--- config.mk ---
export PLATFORM = sky130hd
export DESIGN_NAME = multiplicador_entero
export DESIGN_NICKNAME = d
export VERILOG_FILES = /design/src/rtl/multiplicador_entero_pkg.sv /design/src/rtl/multiplicador_serie.sv /design/src/rtl/multiplicador_entero.sv
export SDC_FILE = /design/constraint.sdc
export NUM_CORES = 1
export LEC_CHECK = 0
export ABC_CLOCK_PERIOD_IN_PS = 2700
export CAP_MARGIN = 20
export CORE_MARGIN = 2
export CORE_UTILIZATION = 55
export DETAILED_ROUTE_END_ITERATION = 16
export PLACE_DENSITY_LB_ADDON = 0.1
export SYNTH_ARGS = -nofsm -noshare
export SYNTH_HDL_FRONTEND = slang
export SYNTH_SLANG_ARGS = --single-unit
--- constraint.sdc ---
create_clock -name clock -period 2.7 [get_ports clock]
set_input_delay 0.27 -clock clock [delete_from_list [all_inputs] [get_ports clock]]
set_output_delay 0.27 -clock clock [all_outputs]
set_load 0.05 [all_outputs]
--- src/rtl/multiplicador_entero_pkg.sv ---
// multiplicador_entero_pkg
//
// Shared definitions for the button-driven integer multiplier:
//   - ANCHO_DEF : default operand width in bits (product is twice as wide).
//   - estado_t  : top-level FSM state encoding (IDLE=0, RUN=1, DONE=2).
//   - accion_t  : decoded intent of the up/down buttons.
//   - decodifica: maps the raw up/down levels to an accion_t.
package multiplicador_entero_pkg;

    localparam int unsigned ANCHO_DEF = 4;

    typedef enum logic [1:0] {
        StIdle = 2'd0,
        StRun  = 2'd1,
        StDone = 2'd2
    } estado_t;

    typedef enum logic [1:0] {
        AccNada = 2'd0,
        AccSube = 2'd1,
        AccBaja = 2'd2
    } accion_t;

    // Both buttons pressed together cancel out, same as neither pressed.
    function automatic accion_t decodifica(input logic up, input logic down);
        accion_t res;
        case ({up, down})
            2'b10:   res = AccSube;
            2'b01:   res = AccBaja;
            default: res = AccNada;
        endcase
        return res;
    endfunction

endpackage

--- src/rtl/multiplicador_serie.sv ---
// multiplicador_serie
//
// Sequential shift-add multiplication engine, one iteration per clock.
//
// Ports:
//   clock    in   system clock, rising edge
//   reset    in   synchronous active-high reset, aborts any running product
//   inicio   in   one-cycle start pulse; latches a and b on that edge
//   a        in   ANCHO-bit multiplicand
//   b        in   ANCHO-bit multiplier
//   producto out  2*ANCHO-bit accumulator value after the current iteration
//                 (combinational); the final product when fin is high
//   fin      out  high during the cycle whose rising edge completes the last
//                 iteration, so the caller can capture producto on that edge
module multiplicador_serie
    import multiplicador_entero_pkg::*;
#(
    parameter int unsigned ANCHO = ANCHO_DEF
) (
    input  logic               clock,
    input  logic               reset,
    input  logic               inicio,
    input  logic [ANCHO-1:0]   a,
    input  logic [ANCHO-1:0]   b,
    output logic [2*ANCHO-1:0] producto,
    output logic               fin
);

    localparam int unsigned CW = $clog2(ANCHO + 1);
    localparam logic [CW-1:0] ULTIMO = CW'(ANCHO - 1);
    localparam logic [CW-1:0] PASO   = CW'(1);

    logic [2*ANCHO-1:0] mcand_q;
    logic [ANCHO-1:0]   mplier_q;
    logic [2*ANCHO-1:0] acc_q;
    logic [CW-1:0]      cnt_q;
    logic               activo_q;
    logic [2*ANCHO-1:0] suma;

    // Accumulator after this iteration; exposed so the last one needs no extra cycle.
    always_comb begin
        suma = acc_q;
        if (mplier_q[0]) begin
            suma = acc_q + mcand_q;
        end
        producto = suma;
        fin      = activo_q && (cnt_q == ULTIMO);
    end

    always_ff @(posedge clock) begin
        if (reset) begin
            mcand_q  <= '0;
            mplier_q <= '0;
            acc_q    <= '0;
            cnt_q    <= '0;
            activo_q <= 1'b0;
        end else if (inicio) begin
            mcand_q  <= {{ANCHO{1'b0}}, a};
            mplier_q <= b;
            acc_q    <= '0;
            cnt_q    <= '0;
            activo_q <= 1'b1;
        end else if (activo_q) begin
            acc_q    <= suma;
            mcand_q  <= mcand_q << 1;
            mplier_q <= mplier_q >> 1;
            cnt_q    <= cnt_q + PASO;
            if (fin) begin
                activo_q <= 1'b0;
            end
        end
    end

endmodule

--- src/rtl/multiplicador_entero.sv ---
// multiplicador_entero
//
// Front-panel unsigned integer multiplier. Two operands are dialled in with
// up/down (selector picks which one), and a rising edge on ok starts a
// shift-add multiplication in multiplicador_serie.
//
// Ports:
//   clock    in   system clock, rising edge
//   reset    in   synchronous active-high reset, highest priority
//   up       in   level; selected operand +1 per clock, saturating at max
//   down     in   level; selected operand -1 per clock, saturating at 0
//   selector in   0 = operand A (multiplicand), 1 = operand B (multiplier)
//   ok       in   start request, acted on at its rising edge only
//   operando out  selected operand, for display
//   producto out  result of the last completed multiplication
//   ocupado  out  high while a multiplication is running
//   listo    out  high while producto corresponds to the current operands
module multiplicador_entero
    import multiplicador_entero_pkg::*;
#(
    parameter int unsigned ANCHO = ANCHO_DEF
) (
    input  logic               clock,
    input  logic               reset,
    input  logic               up,
    input  logic               down,
    input  logic               selector,
    input  logic               ok,
    output logic [ANCHO-1:0]   operando,
    output logic [2*ANCHO-1:0] producto,
    output logic               ocupado,
    output logic               listo
);

    localparam logic [ANCHO-1:0] UNO    = ANCHO'(1);
    localparam logic [ANCHO-1:0] MAXIMO = {ANCHO{1'b1}};

    estado_t            estado_q, estado_d;
    logic [ANCHO-1:0]   a_q, a_d;
    logic [ANCHO-1:0]   b_q, b_d;
    logic [2*ANCHO-1:0] producto_q, producto_d;
    logic               listo_q, listo_d;
    logic               ok_q;

    accion_t            accion;
    logic [ANCHO-1:0]   sel_val;
    logic [ANCHO-1:0]   sel_next;
    logic               cambio;
    logic               inicio;
    logic [2*ANCHO-1:0] producto_serie;
    logic               fin_serie;

    multiplicador_serie #(
        .ANCHO (ANCHO)
    ) u_serie (
        .clock    (clock),
        .reset    (reset),
        .inicio   (inicio),
        .a        (a_q),
        .b        (b_q),
        .producto (producto_serie),
        .fin      (fin_serie)
    );

    // Saturating step of the selected operand; cambio only when a value really moves.
    always_comb begin
        accion   = decodifica(up, down);
        sel_val  = selector ? b_q : a_q;
        sel_next = sel_val;
        cambio   = 1'b0;
        case (accion)
            AccSube: begin
                if (sel_val != MAXIMO) begin
                    sel_next = sel_val + UNO;
                    cambio   = 1'b1;
                end
            end
            AccBaja: begin
                if (sel_val != '0) begin
                    sel_next = sel_val - UNO;
                    cambio   = 1'b1;
                end
            end
            default: begin
                sel_next = sel_val;
                cambio   = 1'b0;
            end
        endcase
    end

    // ok edges are ignored while running, but ok_q keeps tracking regardless.
    assign inicio = ok && !ok_q && (estado_q != StRun);

    always_comb begin
        estado_d   = estado_q;
        a_d        = a_q;
        b_d        = b_q;
        producto_d = producto_q;
        listo_d    = listo_q;
        case (estado_q)
            StIdle, StDone: begin
                if (inicio) begin
                    // A start wins over a simultaneous up/down.
                    estado_d = StRun;
                    listo_d  = 1'b0;
                end else if (cambio) begin
                    if (selector) begin
                        b_d = sel_next;
                    end else begin
                        a_d = sel_next;
                    end
                    estado_d = StIdle;
                    listo_d  = 1'b0;
                end
            end
            StRun: begin
                if (fin_serie) begin
                    estado_d   = StDone;
                    producto_d = producto_serie;
                    listo_d    = 1'b1;
                end
            end
            default: begin
                estado_d = StIdle;
                listo_d  = 1'b0;
            end
        endcase
    end

    always_ff @(posedge clock) begin
        if (reset) begin
            estado_q   <= StIdle;
            a_q        <= '0;
            b_q        <= '0;
            producto_q <= '0;
            listo_q    <= 1'b0;
            ok_q       <= 1'b0;
        end else begin
            estado_q   <= estado_d;
            a_q        <= a_d;
            b_q        <= b_d;
            producto_q <= producto_d;
            listo_q    <= listo_d;
            ok_q       <= ok;
        end
    end

    assign operando = sel_val;
    assign producto = producto_q;
    assign ocupado  = (estado_q == StRun);
    assign listo    = listo_q;

endmodule

# Word-level counts from Yosys, hierarchy flattened
# Index checks and enable logic that the tools add are counted.
# classes
n_addsub,4
mul,0
n_div,0
order_cmp,0
eq_ne,11
shift,0
muxes,24
bitwise_logic,2
reduce_logical,13
# op_table
op,count
two-way mux 4 bit,7
adder 8 bit,1
two-way mux 1 bit,8
two-way mux 8 bit,1
one-hot mux 2 bit (2 select lines),2
one-hot mux 4 bit (2 select lines),1
AND reduction 4 bit,2
== test 2 x 1 -> 1 bit (second input constant),3
== test 2 bit (second input constant),3
two-way mux 2 bit,3
adder 4 x 1 -> 4 bit (second input constant),1
inequality test 2 x 1 -> 1 bit (second input constant),2
inequality test 4 bit (second input constant),1
one-hot mux 1 bit (2 select lines),2
AND reduction 2 bit,2
nonzero test 4 bit,1
OR reduction 2 bit,2
subtractor 4 x 1 -> 4 bit (second input constant),1
adder 3 x 1 -> 3 bit (second input constant),1
== test 3 x 2 -> 1 bit (second input constant),1
logical AND 1 bit,3
inequality test 3 bit (second input constant),1
logical NOT 2 bit,1
NOT 1 bit,2
2 further kinds,2
# totals
reg_bits,44
latch_bits,0
mem_bits_rw,0
mem_bits_ro,0
input_bits,6
output_inout_bits,14
elab_cells,66
mem_count,0

# Logic depth before layout (Yosys ltp)
# depth
depth_word,7
mapped_depth,9
depth_no_buf,8

# Cells and area by module
# From an unflattened synthesis, not the netlist that was laid out.
# hier_totals
hier_cells,307
area_unflattened_um2,2615.0
# by_module_without_submodules
module,instances,cells_per_inst,area_per_inst_um2,seq_area_each_um2
multiplicador_serie,1,172,1437.6,480.5
multiplicador_entero,1,135,1177.4,400.4

# Worst setup path before layout
# No wires, ideal clock.
# synth_path
kind,input port to flip-flop
from,input selector
to,register a_q[0]
setup_time_ps,117
arrival_time_ps,2229
required_time_ps,2583
path_slack_ps,354
cell_stages,9
path_cell_list,buf_6 > mux2i_1 > inv_1 > ha_1 > nand4_1 > nand3_1 > a211oi_4 > mux2i_1 > nor2_1
# synth_between
elab_chain_cells,5
elab_cells_between_ends,13
cone_classes,add/sub (2); eq/ne (1); mux (7); bitwise (1); reduce/logical (2)
# synth_lines
item,line_no,rtl
"start, declared",multiplicador_entero.sv:27,"input logic selector,"
two-way mux 4 bit *,multiplicador_entero.sv:68,sel_val = selector ? b_q : a_q;
net operando[0],multiplicador_entero.sv:29,"output logic [ANCHO-1:0] operando,"
branches (longest 4 deep; another with subtractor 4 x 1 -> 4 bit),--,
"end signal, assigned",multiplicador_entero.sv:133,a_q <= '0;
"end signal, assigned",multiplicador_entero.sv:140,a_q <= a_d;
"end, declared",multiplicador_entero.sv:39,"logic [ANCHO-1:0] a_q, a_d;"
# Mark *: on every way through the listed nets, which the timed path passes.
# A chain may end at the register's enable or synchronous reset.

# Worst setup path after layout
# layout_path
from,input selector
to,register b_q[2]
# layout_between
elab_chain_cells,5
elab_cells_between_ends,12
cone_classes,add/sub (2); eq/ne (1); mux (7); reduce/logical (2)
# layout_lines
item,line_no,rtl
branches (longest 5 deep; another with subtractor 4 x 1 -> 4 bit),--,
"end signal, assigned",multiplicador_entero.sv:134,b_q <= '0;
"end signal, assigned",multiplicador_entero.sv:141,b_q <= b_d;
"end, declared",multiplicador_entero.sv:40,"logic [ANCHO-1:0] b_q, b_d;"
# Several ways; the timed one is not identified.

==> summary.txt <==
Timing
  – Fin. max-slew vios: 0
  – Setup ws final: 249 ps
  – Hold Violations, Final: 0
  – Worst-Margin Slew: 496 ps
  – Fin Clk Skew: 8.18 ps
  – Min cycle time layout: 2450 ps
  – Highest Clock Rate: 408 MHz
  – Setup Viol. Count Final: 0
  – RSZ-0062 raised after global routing: false
  – Tcrit/Tclk final: 90.8%
  – Slew HR: 66.8%

Synth
  – Mapped Area: 2530 µm²
  – Mapped Cells: 282
  – Mux contribution to synthesized area: 12.5%
  – XOR/XNOR Fraction of Synth Area: 1.04%
  – Syn. warnings: 0
  – Top post-synthesis cells by area: dfxtp_1 (34%), mux2i_1 (9.1%), ha_1 (6.4%), nor2_1 (4.9%), a21oi_1 (4.2%)
  – Avg Cell Area, Syn: 8.96 µm²
  – Synth cell types: 60
  – Syn Nets: 302
  – Flops & latches, synth: 43
  – Sequential cell area fraction in the yosys report: 34.1%
  – Main combinational cell family by area after synthesis: compound AO/OA/AOI/OAI gates
  – Synth Flop Type: dfxtp_1
  – Post-synth EDFFs: 0
  – Fraction of registers with async set/reset: 0%
  – Synth Area in Compound Gates: 22.2%
  – Share of the synthesized area in the top cell type: 34.1%
  – Adder-cell share of the synthesized area: 7.23%
  – Cell taking the most area after synthesis: dfxtp_1
  – Post-Synth Simple-Gate Area: 17.3%

Clocking
  – CTS sink cnt: 43
  – H-tree lvl count: 2
  – Hold buffer count at cts: 0
  – Clk Latency, worst-skew pair: 300 ps
  – Clk buf depth: 2
  – CTS Root Cell: clkbuf_8
  – Setup Fix Bufs, Post-CTS: 0
  – Num CTS Buffers: 5
  – CTS tree: built
  – Post-cts resize count: 0
  – Clock transition at path regs: 80 ps

Hold path
  – Hold Path Class: register to register

Placed design
  – GPL Wtd Cong: 0.855
  – Hpwl dp: 4070 µm
  – DP Area: 2800 µm²
  – Port bufs: 19
  – Post-Place Cells: 352
  – Worst slack, placed: -18.6 ps

Drt
  – # DRC: 0
  – Routed len/inst: 15.6 µm
  – DR vias/cell: 5.91
  – Final wirelength: 5610 µm
  – TritonRoute pass-1 iters: 4
  – Detailed-route via count: 2128
  – Remaining antenna violation count: 0
  – Iter 0 DRT Violations: 144

Worst setup path
  – Sequence of cells on the critical path: clkdlybuf4s50_1 -> mux2i_1 -> buf_4 -> inv_1 -> ha_1 -> nand4_1 -> nand3_1 -> a211oi_4 -> buf_4 -> mux2i_1
  – R2R setup slack: 520 ps
  – Worst EP arrival: 2680 ps
  – Slowest stage delay, CP: 590 ps
  – Largest fanout on the critical path: 5
  – Crit path required time: 2930 ps
  – Slowest CP cell: clkdlybuf4s50_1
  – Crit path kind: primary input to register
  – Startpoint types: primary input
  – Critical Path End Type: register

Floorplanning
  – Die area: 5150 µm²
  – Die Y: 71.8 µm
  – Die Span X: 71.8 µm
  – IO Pins: 20
  – Core footprint: 4380 µm²
  – Initial Util: 57.6%
  – Row count: 24

Cells and area
  – Nets: 327
  – Share of cells above drive strength 1: 13.0%
  – Antenna diodes: 0
  – Commonest non-fill, non-tap cell in the layout: dfxtp_1
  – Layout area overhead: 14.8%
  – Commonest cells after routing, fill and taps aside: dfxtp_1 (43), nor2_1 (33), mux2i_1 (23)
  – Final instance area: 2900 µm²
  – Non-filler cells in the finished layout: 360
  – Final core utilization: 66.2%

Global route
  – First-pass GRT wire length: 9610 µm
  – GRT overflow: 0
  – Pin count of the biggest net entering global routing: 25
  – Total global-route track usage: 23.5%
  – Vias in the first global route: 2027
  – Initial antenna violation count: 0

Pwr
  – Maximum vdd drop: 0.429 mV
  – Power Total: 1.34 mW
  – Power Density: 462 nW/µm²
  – P_leak: 1.17 nW

Job
  – # Max-Cap Violations: 0

Run status
  – Status: complete, no violations
-- final timing paths --
check / endpoint / from / depth (start not counted)
max: b_q[2]$_SDFFE_PP0P_ / selector / 10
min: u_serie.cnt_q[2]$_SDFFE_PP0P_ / u_serie.cnt_q[2]$_SDFFE_PP0P_ / 2
max reg2reg: b_q[2]$_SDFFE_PP0P_ / a_q[0]$_SDFFE_PP0P_ / 9
min reg2reg: u_serie.cnt_q[2]$_SDFFE_PP0P_ / u_serie.cnt_q[2]$_SDFFE_PP0P_ / 2
-- worst max-delay path, delay by kind of cell --
kind / cells / cell delay [ps]
compound gates: 1 / 400
fa+ha+maj: 1 / 250
buf+inv: 4 / 980
mux: 2 / 430
simple gates: 2 / 360
-- sequential cells by signal, summed over array words and instances (netlist names) --
name	cells
a_q	4
u_serie.activo_q	1
u_serie.mcand_q	8
u_serie.acc_q	8
producto	8
u_serie.mplier_q	4
b_q	4
estado_q	2
ok_q	1
u_serie.cnt_q	3
-- Yosys cell counts (3+ instances only) --
master    instances
a211oi_1         12
mux2i_1          23
nand2b_1          3
ha_1             13
nand3_1           3
a21oi_1          21
a21o_1            4
nor2_1           33
nor3_1            3
o21a_1            4
a31oi_1           3
xnor2_1           3
buf_2             4
nand2_1          16
clkbuf_1          6
nand4_1           3
o21ai_0          15
inv_1            13
dfxtp_1          43
nor2b_1           6
-- per-stage QoR --
step	TNS [ps]	hold slack, ps
after floorplan	0	398
after global placement	0	466
after detailed placement	-43.8	473
after CTS	0	481
after global routing	0	506
final	0	480
-- metal layers --
metal | global-route usage (%) | vias to the layer above | part of all wire (%)
met5 | 0 | - | 0
met4 | 5.66 | 0 | 1.0
met3 | 4.36 | 6 | 5.9
met2 | 35.8 | 56 | 44
met1 | 34.4 | 989 | 49
li1 | - | 1077 | -
-- area by class of cell --
cell class / instances / area, µm²
Fill cell: 376 / 1480
Multi-Input combinational cell: 209 / 1520
Clock buffer: 7 / 96.3
Clock inverter: 1 / 7.51
Inverter: 13 / 48.8
Sequential cell: 43 / 861
Tap cell: 52 / 65.1
Timing Repair Buffer: 35 / 300
-- kinds of logic (layout without fill, tap and decap cells) --
family / Yosys count / after routing
compound gates: 78 / 78
mux: 28 / 28
fa+ha+maj: 14 / 14
flops: 43 / 43
xor+xnor: 3 / 3
buf+inv: 30 / 56
simple gates: 86 / 86
-- report_power, final --
part	internal [mW]	switching, mW
combinational	0.0882	0.120
clock	0.233	0.225
sequential	0.653	0.0209
Note: power is estimated with default switching activity, not from simulation.
